--- config.mk ---
export PLATFORM = sky130hd
export DESIGN_NAME = openhmc_counter_reader_flat
export DESIGN_NICKNAME = d
export VERILOG_FILES = /design/src/rtl/openhmc_counter_reader_if.sv /design/src/rtl/openhmc_counter_reader.sv /design/src/flat_wrapper.sv
export SDC_FILE = /design/constraint.sdc
export NUM_CORES = 1
export LEC_CHECK = 0
export ABC_AREA = 1
export ABC_CLOCK_PERIOD_IN_PS = 2210
export CAP_MARGIN = 20
export CORE_MARGIN = 2
export CORE_UTILIZATION = 40
export CTS_BUF_LIST = sky130_fd_sc_hd__clkbuf_8
export DETAILED_ROUTE_END_ITERATION = 10
export PLACE_DENSITY = 0.88
export SYNTH_ARGS = -nofsm -noshare
export SYNTH_HDL_FRONTEND = slang
export SYNTH_SLANG_ARGS = --single-unit
--- constraint.sdc ---
create_clock -name clk -period 2.21 [get_ports clk]
set_input_delay 0.3315 -clock clk [delete_from_list [all_inputs] [get_ports clk]]
set_output_delay 0.3315 -clock clk [all_outputs]
set_load 0.01 [all_outputs]
--- src/rtl/openhmc_counter_reader_if.sv ---
// Read-request handshake between a register-read master and the counter reader.
interface openhmc_counter_reader_if #(
  parameter int unsigned AW = 3
);
  logic          rd_req;
  logic [AW-1:0] rd_addr;
  logic          rd_clear;
  logic          rd_busy;
  logic          rd_ack;
  logic [63:0]   rd_data;
  logic          rd_err;

  modport master (
    output rd_req, rd_addr, rd_clear,
    input  rd_busy, rd_ack, rd_data, rd_err
  );

  modport slave (
    input  rd_req, rd_addr, rd_clear,
    output rd_busy, rd_ack, rd_data, rd_err
  );
endinterface

--- src/rtl/openhmc_counter_reader.sv ---
// Reads one of NUM_CNT attached counters, optionally clearing it so that no
// increment is lost or counted twice across the read.
module openhmc_counter_reader #(
  parameter int unsigned NUM_CNT   = 4,
  parameter int unsigned CNT_WIDTH = 16,
  parameter int unsigned AW        = 3
) (
  input  logic                         clk,
  input  logic                         res,
  openhmc_counter_reader_if.slave      rd_if,
  input  logic [NUM_CNT*CNT_WIDTH-1:0] cnt_value,
  output logic [NUM_CNT-1:0]           cnt_load_enable
);

  typedef enum logic [1:0] {
    IDLE,
    CLEAR,
    CAPTURE,
    RESPOND
  } state_e;

  state_e               state_q, state_d;
  logic [AW-1:0]        addr_q, addr_d;
  logic                 clear_q, clear_d;
  logic [63:0]          data_q, data_d;
  logic                 err_q, err_d;
  logic                 ack_q, ack_d;
  logic                 busy_q, busy_d;
  logic [NUM_CNT-1:0]   load_q, load_d;

  function automatic logic [CNT_WIDTH-1:0] sel_cnt(input logic [AW-1:0] idx,
                                                   input logic [NUM_CNT*CNT_WIDTH-1:0] vals);
    logic [CNT_WIDTH-1:0] r;
    r = '0;
    for (int unsigned i = 0; i < NUM_CNT; i++) begin
      if (AW'(i) == idx) r = vals[i*CNT_WIDTH +: CNT_WIDTH];
    end
    return r;
  endfunction

  // Next-state and registered-output logic
  always_comb begin
    state_d = state_q;
    addr_d  = addr_q;
    clear_d = clear_q;
    data_d  = data_q;
    err_d   = err_q;

    case (state_q)
      IDLE: begin
        if (rd_if.rd_req) begin
          addr_d  = rd_if.rd_addr;
          clear_d = rd_if.rd_clear;
          if (32'(rd_if.rd_addr) >= NUM_CNT) begin
            data_d  = '0;
            err_d   = 1'b1;
            state_d = RESPOND;
          end else if (!rd_if.rd_clear) begin
            data_d  = 64'(sel_cnt(rd_if.rd_addr, cnt_value));
            err_d   = 1'b0;
            state_d = RESPOND;
          end else begin
            state_d = CLEAR;
          end
        end
      end
      CLEAR: begin
        state_d = clear_q ? CAPTURE : RESPOND;
      end
      CAPTURE: begin
        // Counter clears at the end of this cycle; this sample holds every increment so far
        data_d  = 64'(sel_cnt(addr_q, cnt_value));
        err_d   = 1'b0;
        state_d = RESPOND;
      end
      RESPOND: begin
        state_d = IDLE;
      end
      default: begin
        state_d = IDLE;
      end
    endcase

    busy_d = (state_d != IDLE);
    ack_d  = (state_d == RESPOND);
    load_d = '0;
    for (int unsigned i = 0; i < NUM_CNT; i++) begin
      load_d[i] = (state_d == CLEAR) && (AW'(i) == addr_d);
    end
  end

  always_ff @(posedge clk) begin
    if (res) begin
      state_q <= IDLE;
      addr_q  <= '0;
      clear_q <= 1'b0;
      data_q  <= '0;
      err_q   <= 1'b0;
      ack_q   <= 1'b0;
      busy_q  <= 1'b0;
      load_q  <= '0;
    end else begin
      state_q <= state_d;
      addr_q  <= addr_d;
      clear_q <= clear_d;
      data_q  <= data_d;
      err_q   <= err_d;
      ack_q   <= ack_d;
      busy_q  <= busy_d;
      load_q  <= load_d;
    end
  end

  assign rd_if.rd_busy   = busy_q;
  assign rd_if.rd_ack    = ack_q;
  assign rd_if.rd_data   = data_q;
  assign rd_if.rd_err    = err_q;
  assign cnt_load_enable = load_q;

endmodule

--- src/flat_wrapper.sv ---
// flat-port wrapper written by rule: the top's interface ports become plain ports
module openhmc_counter_reader_flat 
#(
  parameter int unsigned NUM_CNT   = 4,
  parameter int unsigned CNT_WIDTH = 16,
  parameter int unsigned AW        = 3
)
  (clk, res, cnt_value, cnt_load_enable, rd_if_rd_req, rd_if_rd_addr, rd_if_rd_clear, rd_if_rd_busy, rd_if_rd_ack, rd_if_rd_data, rd_if_rd_err);
  openhmc_counter_reader_if #(.AW(AW)) rd_if_i ();
  input  logic clk;
  input  logic res;
  input  logic [NUM_CNT*CNT_WIDTH-1:0] cnt_value;
  output logic [NUM_CNT-1:0] cnt_load_enable;
  input wire logic [$bits(rd_if_i.rd_req)-1:0] rd_if_rd_req;
  input wire logic [$bits(rd_if_i.rd_addr)-1:0] rd_if_rd_addr;
  input wire logic [$bits(rd_if_i.rd_clear)-1:0] rd_if_rd_clear;
  output wire logic [$bits(rd_if_i.rd_busy)-1:0] rd_if_rd_busy;
  output wire logic [$bits(rd_if_i.rd_ack)-1:0] rd_if_rd_ack;
  output wire logic [$bits(rd_if_i.rd_data)-1:0] rd_if_rd_data;
  output wire logic [$bits(rd_if_i.rd_err)-1:0] rd_if_rd_err;
  assign rd_if_i.rd_req = rd_if_rd_req;
  assign rd_if_i.rd_addr = rd_if_rd_addr;
  assign rd_if_i.rd_clear = rd_if_rd_clear;
  assign rd_if_rd_busy = rd_if_i.rd_busy;
  assign rd_if_rd_ack = rd_if_i.rd_ack;
  assign rd_if_rd_data = rd_if_i.rd_data;
  assign rd_if_rd_err = rd_if_i.rd_err;
  openhmc_counter_reader #(.NUM_CNT(NUM_CNT), .CNT_WIDTH(CNT_WIDTH), .AW(AW)) u_core (.clk(clk), .res(res), .rd_if(rd_if_i), .cnt_value(cnt_value), .cnt_load_enable(cnt_load_enable));
endmodule
==> flow_summary.yaml, run 1 <==
finish:
  syn2layout_area_growth_pct: 32.31
  diodes: 0
  nNetsFinal: 645
  regArea_um2: 580.6
  multi_input_area_um2: 1775
  stdcell_area_um2: 3761
  layout-drive-gt1-share_pct: 5.254
  final_util_pct: 55.05
  fillers: 673
placement:
  dpl_cell_area_um2: 3660
  io_buffers: 93
  place_congestion: 0.8423
  place_hpwl_um: 6593
worst_hold_path:
  hp-class: "flip-flop to flip-flop"
  min_to: "u_core.clear_q"
  holdPathStages: 2
  min-delay-start: "u_core.clear_q"
global_routing:
  antenna_found_initial: 0
  grt_max_degree: 34
  grt-ovfl-total: 0
  grt_usage_pct: 23.80
  grt_pass1_wl_um: 14790
  grt_pass1_vias: 3241
worst_setup_path:
  cpMostUsedCell: "nor2_1"
  timing.rr.start: "u_core.state_q[0]"
  cp.arrival_ns: 1.99
  r2r_end: "u_core.rd_if.rd_data[1]"
  slowest_stage: "dfxtp_1"
  end_kind: "flip-flop"
  startpoint_type: "flip-flop"
  crit_family: "simple AND/OR/NAND/NOR gates"
  critPathMaxStageDelay_ns: 0.37
  reg2reg_slack_ns: 0.44
  path_cells: "inv_1, ha_1, nor2_1, inv_1, a21oi_1, nand2_1, nand2_1, nor2_1, nor2_1"
  r2r_cells: 9
  crit_type: "flip-flop to flip-flop"
  crit_buf_inv: 2
  worstPathMaxFanout: 12
  critPathRequiredTime_ns: 2.43
clocking:
  cts_tree: "built"
  htreeDepth: 2
  postCtsSetupBuffers: 0
  hold_buffers: 0
  cts.sink_count: 29
  clk_path_buf_depth: 2
  clk_pin_slew_ns: 0.07
  clock-root-buffer: "clkbuf_8"
  cts_buffers: 5
  ctsResizeCount: 0
  clk_latency_ns: 0.29
die:
  core-area_um2: 6832
  io_pins: 142
  die_x_um: 88.30
  dieHeight_um: 88.30
  die_area_um2: 7797
  rows: 30
  initial_core_util_pct: 41.61
synthesis:
  synth_edf_count: 0
  yosys.area.top_type_share_pct: 20.42
  synth.avg_cell_area_um2: 5.837
  yosys.area.top_type: "dfxtp_1"
  synth_common_cells: "nand3_1, nand2_1, nor2_1"
  ys_warn_count: 0
  syn_area_um2: 2843
  yosys_most_used_dff: "dfxtp_1"
  async_flop_share_pct: 0
  synth_cell_type_count: 24
  syn_inst: 487
  synth.area.top_cells: "dfxtp_1, nand3_1, buf_4"
  synth_most_common_cell: "nand3_1"
  synth-seq-cells: 29
  ys_seq_area_share_pct: 20.42
detailed_routing:
  drt_iter0_drc: 494
  viasPerCell: 5.348
  ant_nets: 0
  avgRoutedWirePerCell_um: 14.01
  drc: 0
  vias: 3567
  first_pass_iters: 6
  drt_wl_total_um: 9345
outcome:
  outcome: "finished clean"
sta:
  finalSetupTns_ns: 0
  finalSetupViolCount: 0
  post-route-period-util_pct: 79.87
  hold_violations: 0
  max-slew-margin-rel_pct: 63.24
  skew_ns: 0.006807
  drv_slew: 0
  min_period_ns: 1.765
  grt_setup_unrepaired: "no"
  worst_pin_slew_ns: 0.5506
  max_freq_mhz: 566.5
power_and_ir_drop:
  cellPowerDensity_nw_per_um2: 890.0
  vdd_ir_drop_max_mv: 0.5453
  p_leak_nw: 1.808
job:
  max_cap_violations: 0
-- sequential cells by signal, summed over array words and instances, names as in the netlist --
name                    cells
u_core.rd_if.rd_data       16
u_core.state_q              2
u_core.clear_q              1
u_core.cnt_load_enable      4
u_core.rd_if.rd_err         1
u_core.rd_if.rd_ack         1
u_core.addr_q               3
u_core.rd_if.rd_busy        1
-- cell usage in the layout (no fill, tap or decap) --
cell and count:
buf_12 1, ha_1 4, inv_2 3, o21ai_2 1, inv_1 36, o211ai_1 1, dfxtp_1 29, nand4_1 16
nor3_1 5, clkinv_2 1, a21oi_1 21, o21ai_0 38, clkdlybuf4s50_1 93, nor2_2 2, nand2_1 85, clkinv_1 1
nand3_1 87, clkbuf_8 7, nor2_1 67, o21ai_1 10, conb_1 48, nor2_4 3, buf_4 11, nand2_2 1
-- worst reg2reg max path: stages (launching register included) --
cell and delay (ns):
dfxtp_1 0.37, inv_1 0.10, ha_1 0.25, nor2_1 0.26, inv_1 0.28, a21oi_1 0.20
nand2_1 0.07, nand2_1 0.05, nor2_1 0.04, nor2_1 0.08
-- how the worst max path moves through the flow --
stage,from,to,slack (ns),cells after the start
6_report,u_core.state_q[0],u_core.rd_if.rd_data[1],0.44,9
5_1_grt,u_core.state_q[0],u_core.rd_if.rd_data[13],0.25,9
4_1_cts,u_core.state_q[0],u_core.rd_if.rd_data[1],0.47,9
3_5_place_dp,rd_if_rd_addr[2],u_core.rd_if.rd_data[10],0.28,8
3_3_place_gp,rd_if_rd_addr[2],u_core.rd_if.rd_data[0],0.33,8
2_1_floorplan,u_core.state_q[0],u_core.rd_if.rd_data[10],0.74,10
-- where the power goes --
part | total [mW] | internal (mW) | switching, mW
logic | 2.02 | 0.832 | 1.19
registers | 0.822 | 0.713 | 0.109
clock network | 0.503 | 0.281 | 0.222
-- kinds of logic after synthesis --
| logic type | count (synthesis) | share of synthesized area (%) |
|---|---|---|
| adder cells (fa/ha/maj) | 4 | 1.761 |
| buffers and inverters | 116 | 23.42 |
| other | 1 | 0.1319 |
| AND/OR/NAND/NOR | 266 | 41.55 |
| flip-flops | 29 | 20.42 |
| AO/OA/AOI/OAI | 71 | 12.72 |
-- area by class of cell --
cell class,instances,share of cell area [%]
Clock buffer,7,2.562
Sequential cell,29,15.44
Timing Repair Buffer,105,27.48
Clock inverter,1,0.1331
Tap cell,96,3.194
Multi-Input combinational cell,389,47.21
Inverter,40,3.992
-- layer usage --
| metal | GRT usage [%] | routed length [um] | up-vias |
|---|---|---|---|
| met5 | 0 | 0 | - |
| met2 | 41.01 | 4425 | 272 |
| met4 | 8.815 | 295 | 0 |
| met1 | 29.60 | 3570 | 1582 |
| met3 | 4.291 | 1053 | 46 |
| li1 | - | - | 1667 |
-- metrics by stage --
step                setup WS [ns]  total power, mW  instances  hold WS [ns]
detailed placement         0.2817            2.817        659        0.4494
finish                     0.4448            3.347        667        0.4576
CTS                        0.4719            3.336        667        0.4593
floorplan                  0.7394            2.148        534        0.4294
global placement           0.3282            2.747        659        0.4443
global route               0.2516            3.631        667        0.4759
Note: power is estimated with default switching activity, not from simulation.
==> run 2, diff against run 1 <==
--- a/config.mk
+++ b/config.mk
@@ -6,7 +6,7 @@
 export NUM_CORES = 1
 export LEC_CHECK = 0
 export ABC_AREA = 1
-export ABC_CLOCK_PERIOD_IN_PS = 2210
+export ABC_CLOCK_PERIOD_IN_PS = 1650
 export CAP_MARGIN = 20
 export CORE_MARGIN = 2
 export CORE_UTILIZATION = 40
==> constraint.sdc (replaced) <==
create_clock -name clk -period 1.65 [get_ports clk]
set_input_delay 0.2475 -clock clk [delete_from_list [all_inputs] [get_ports clk]]
set_output_delay 0.2475 -clock clk [all_outputs]
set_load 0.01 [all_outputs]
==> flow_summary.yaml, run 2 (synthesis gave the netlist of run 1 again) <==
finish:
  most-common-layout-cells: "clkdlybuf4s50_1, nand3_1, nand2_1"
  nNetsFinal: 660
  mostFrequentLayoutCell: "clkdlybuf4s50_1"
  multi_input_area_um2: 1809
  regArea_um2: 583.1
  fillers: 656
  stdcell_area_um2: 3889
  final_cells: 682
  diodes: 0
  layout-drive-gt1-share_pct: 8.532
  syn2layout_area_growth_pct: 36.80
  largest_register_ffs: 16
sta:
  hold_slack_ns: 0.4693
  min_period_ns: 1.504
  drv_slew: 0
  max_freq_mhz: 664.9
  worst_pin_slew_ns: 0.5557
  fin_ws_ns: 0.1460
  max-slew-margin-rel_pct: 62.90
  post-route-period-util_pct: 91.15
  finalSetupTns_ns: 0
  skew_ns: 0.007340
  finalSetupViolCount: 0
  hold_violations: 0
power_and_ir_drop:
  p_leak_nw: 1.893
  cellPowerDensity_nw_per_um2: 1172
  vdd_ir_drop_max_mv: 0.5909
  p_sw_mw: 2.088
  switching_share_pct: 45.82
  clkPwrFrac_pct: 13.0
  p_comb_share_pct: 62.6
  share_seq_of_total_power_pct: 24.4
  p_int_mw: 2.469
die:
  dieHeight_um: 88.30
  initial_core_util_pct: 41.61
  io_pins: 142
  core-area_um2: 6832
  die_area_um2: 7797
  die_x_um: 88.30
  rows: 30
worst_setup_path:
  startpoint_type: "flip-flop"
  critPathRequiredTime_ns: 1.83
  r2r_end: "u_core.rd_if.rd_data[0]"
  r2r_cells: 8
  crit_type: "flip-flop to flip-flop"
  cp.arrival_ns: 1.69
  cp-startpoint: "u_core.state_q[0]"
  end_kind: "flip-flop"
  worstPathMaxFanout: 33
  timing.rr.start: "u_core.state_q[0]"
  critPathCapture: "u_core.rd_if.rd_data[0]"
  reg2reg_slack_ns: 0.15
global_routing:
  busiest_layer: "met2"
  grt_pass1_vias: 3117
  grt-ovfl-total: 0
  met2_usage_pct: 40.26
  grt_usage_pct: 23.72
  grt_max_degree: 34
  gr-usage-met1_pct: 30.27
  antenna_found_initial: 0
  use_met3_pct: 4.944
  grt_pass1_wl_um: 14770
detailed_routing:
  vias: 3496
  drc: 0
  viasPerCell: 5.126
  drt_wl_total_um: 9464
  ant_nets: 0
  first_pass_iters: 5
  avgRoutedWirePerCell_um: 13.88
  drt_iter0_drc: 406
job:
  max_cap_violations: 0
clocking:
  clk_path_buf_depth: 2
  clk_pin_slew_ns: 0.07
  postCtsSetupBuffers: 0
  htreeDepth: 2
  cts_tree: "built"
  hold_buffers: 0
  cts_buffers: 5
  clock-root-buffer: "clkbuf_8"
  cts.sink_count: 29
  clk_latency_ns: 0.29
placement:
  dp_slack_ns: -0.5481
  place_hpwl_um: 6737
  dpl_cell_area_um2: 3765
  place_congestion: 0.9054
  placed_cells: 673
  io_buffers: 93
worst_hold_path:
  hp-class: "flip-flop to flip-flop"
  min-delay-start: "u_core.clear_q"
outcome:
  outcome: "finished clean"
[run 2: cell count changes in the layout (fill, tap and decap cells not counted), sizes merged]
| cell | change |
|---|---|
| clkinv | +1 |
| nor2 | +1 |
| buf | +14 |
| clkbuf | -2 |
| clkdlybuf4s50 | -2 |
| dlymetal6s2s | +2 |
| inv | +1 |
[run 2: critical path: stages, from the launching register on]
cell     delay [ns]
dfxtp_1        0.33
inv_1          0.14
ha_1           0.24
inv_1          0.08
o21ai_2        0.17
buf_12         0.20
nand2_1        0.08
nor2_1         0.10
nor2_1         0.05
[run 2: layout make-up]
type | instances | area share, %
well taps | 96 | 3.089
flip-flops and latches | 29 | 14.99
clock inverters | 3 | 0.3539
clock buffers | 5 | 1.770
repair buffers | 119 | 29.41
inverters | 40 | 3.861
multi-input cells | 390 | 46.53
[run 2: what timing repair did]
| action | in CTS | in global routing |
|---|---|---|
| endpoints found under the setup margin | 16 | 18 |
| gates resized for setup | 1 | 11 |
| cloned | 0 | 1 |
| pin swaps | 0 | 2 |
[run 2: worst min path at each step]
stage / endpoint / cells past startpoint / slack, ns
2_1_floorplan: u_core.rd_if.rd_err / 2 / 0.41
3_5_place_dp: u_core.clear_q / 2 / 0.46
5_1_grt: u_core.clear_q / 2 / 0.49
3_3_place_gp: u_core.clear_q / 2 / 0.45
6_report: u_core.clear_q / 2 / 0.47
4_1_cts: u_core.clear_q / 2 / 0.47
[run 2: power groups by stage]
stage | Combinational [mW] | Clock, mW | Sequential (mW)
after global routing | 3.15 | 0.638 | 1.13
after global placement | 2.67 | 0 | 1.11
after CTS | 2.76 | 0.602 | 1.10
final | 2.86 | 0.592 | 1.11
after detailed placement | 2.75 | 0 | 1.11
after floorplan | 1.70 | 0 | 1.18
[run 2: metal layers]
metal / wire length (um) / vias up
met4: 201 / 0
met3: 1049 / 28
met1: 3709 / 1525
met5: 0 / -
met2: 4503 / 249
li1: - / 1694
[run 2: metrics by stage]
stage	utilization (%)	power [mW]
after floorplan	-	2.877
after global placement	55.11	3.778
after detailed placement	55.11	3.861
after CTS	56.39	4.464
after global routing	56.92	4.925
final	56.92	4.557
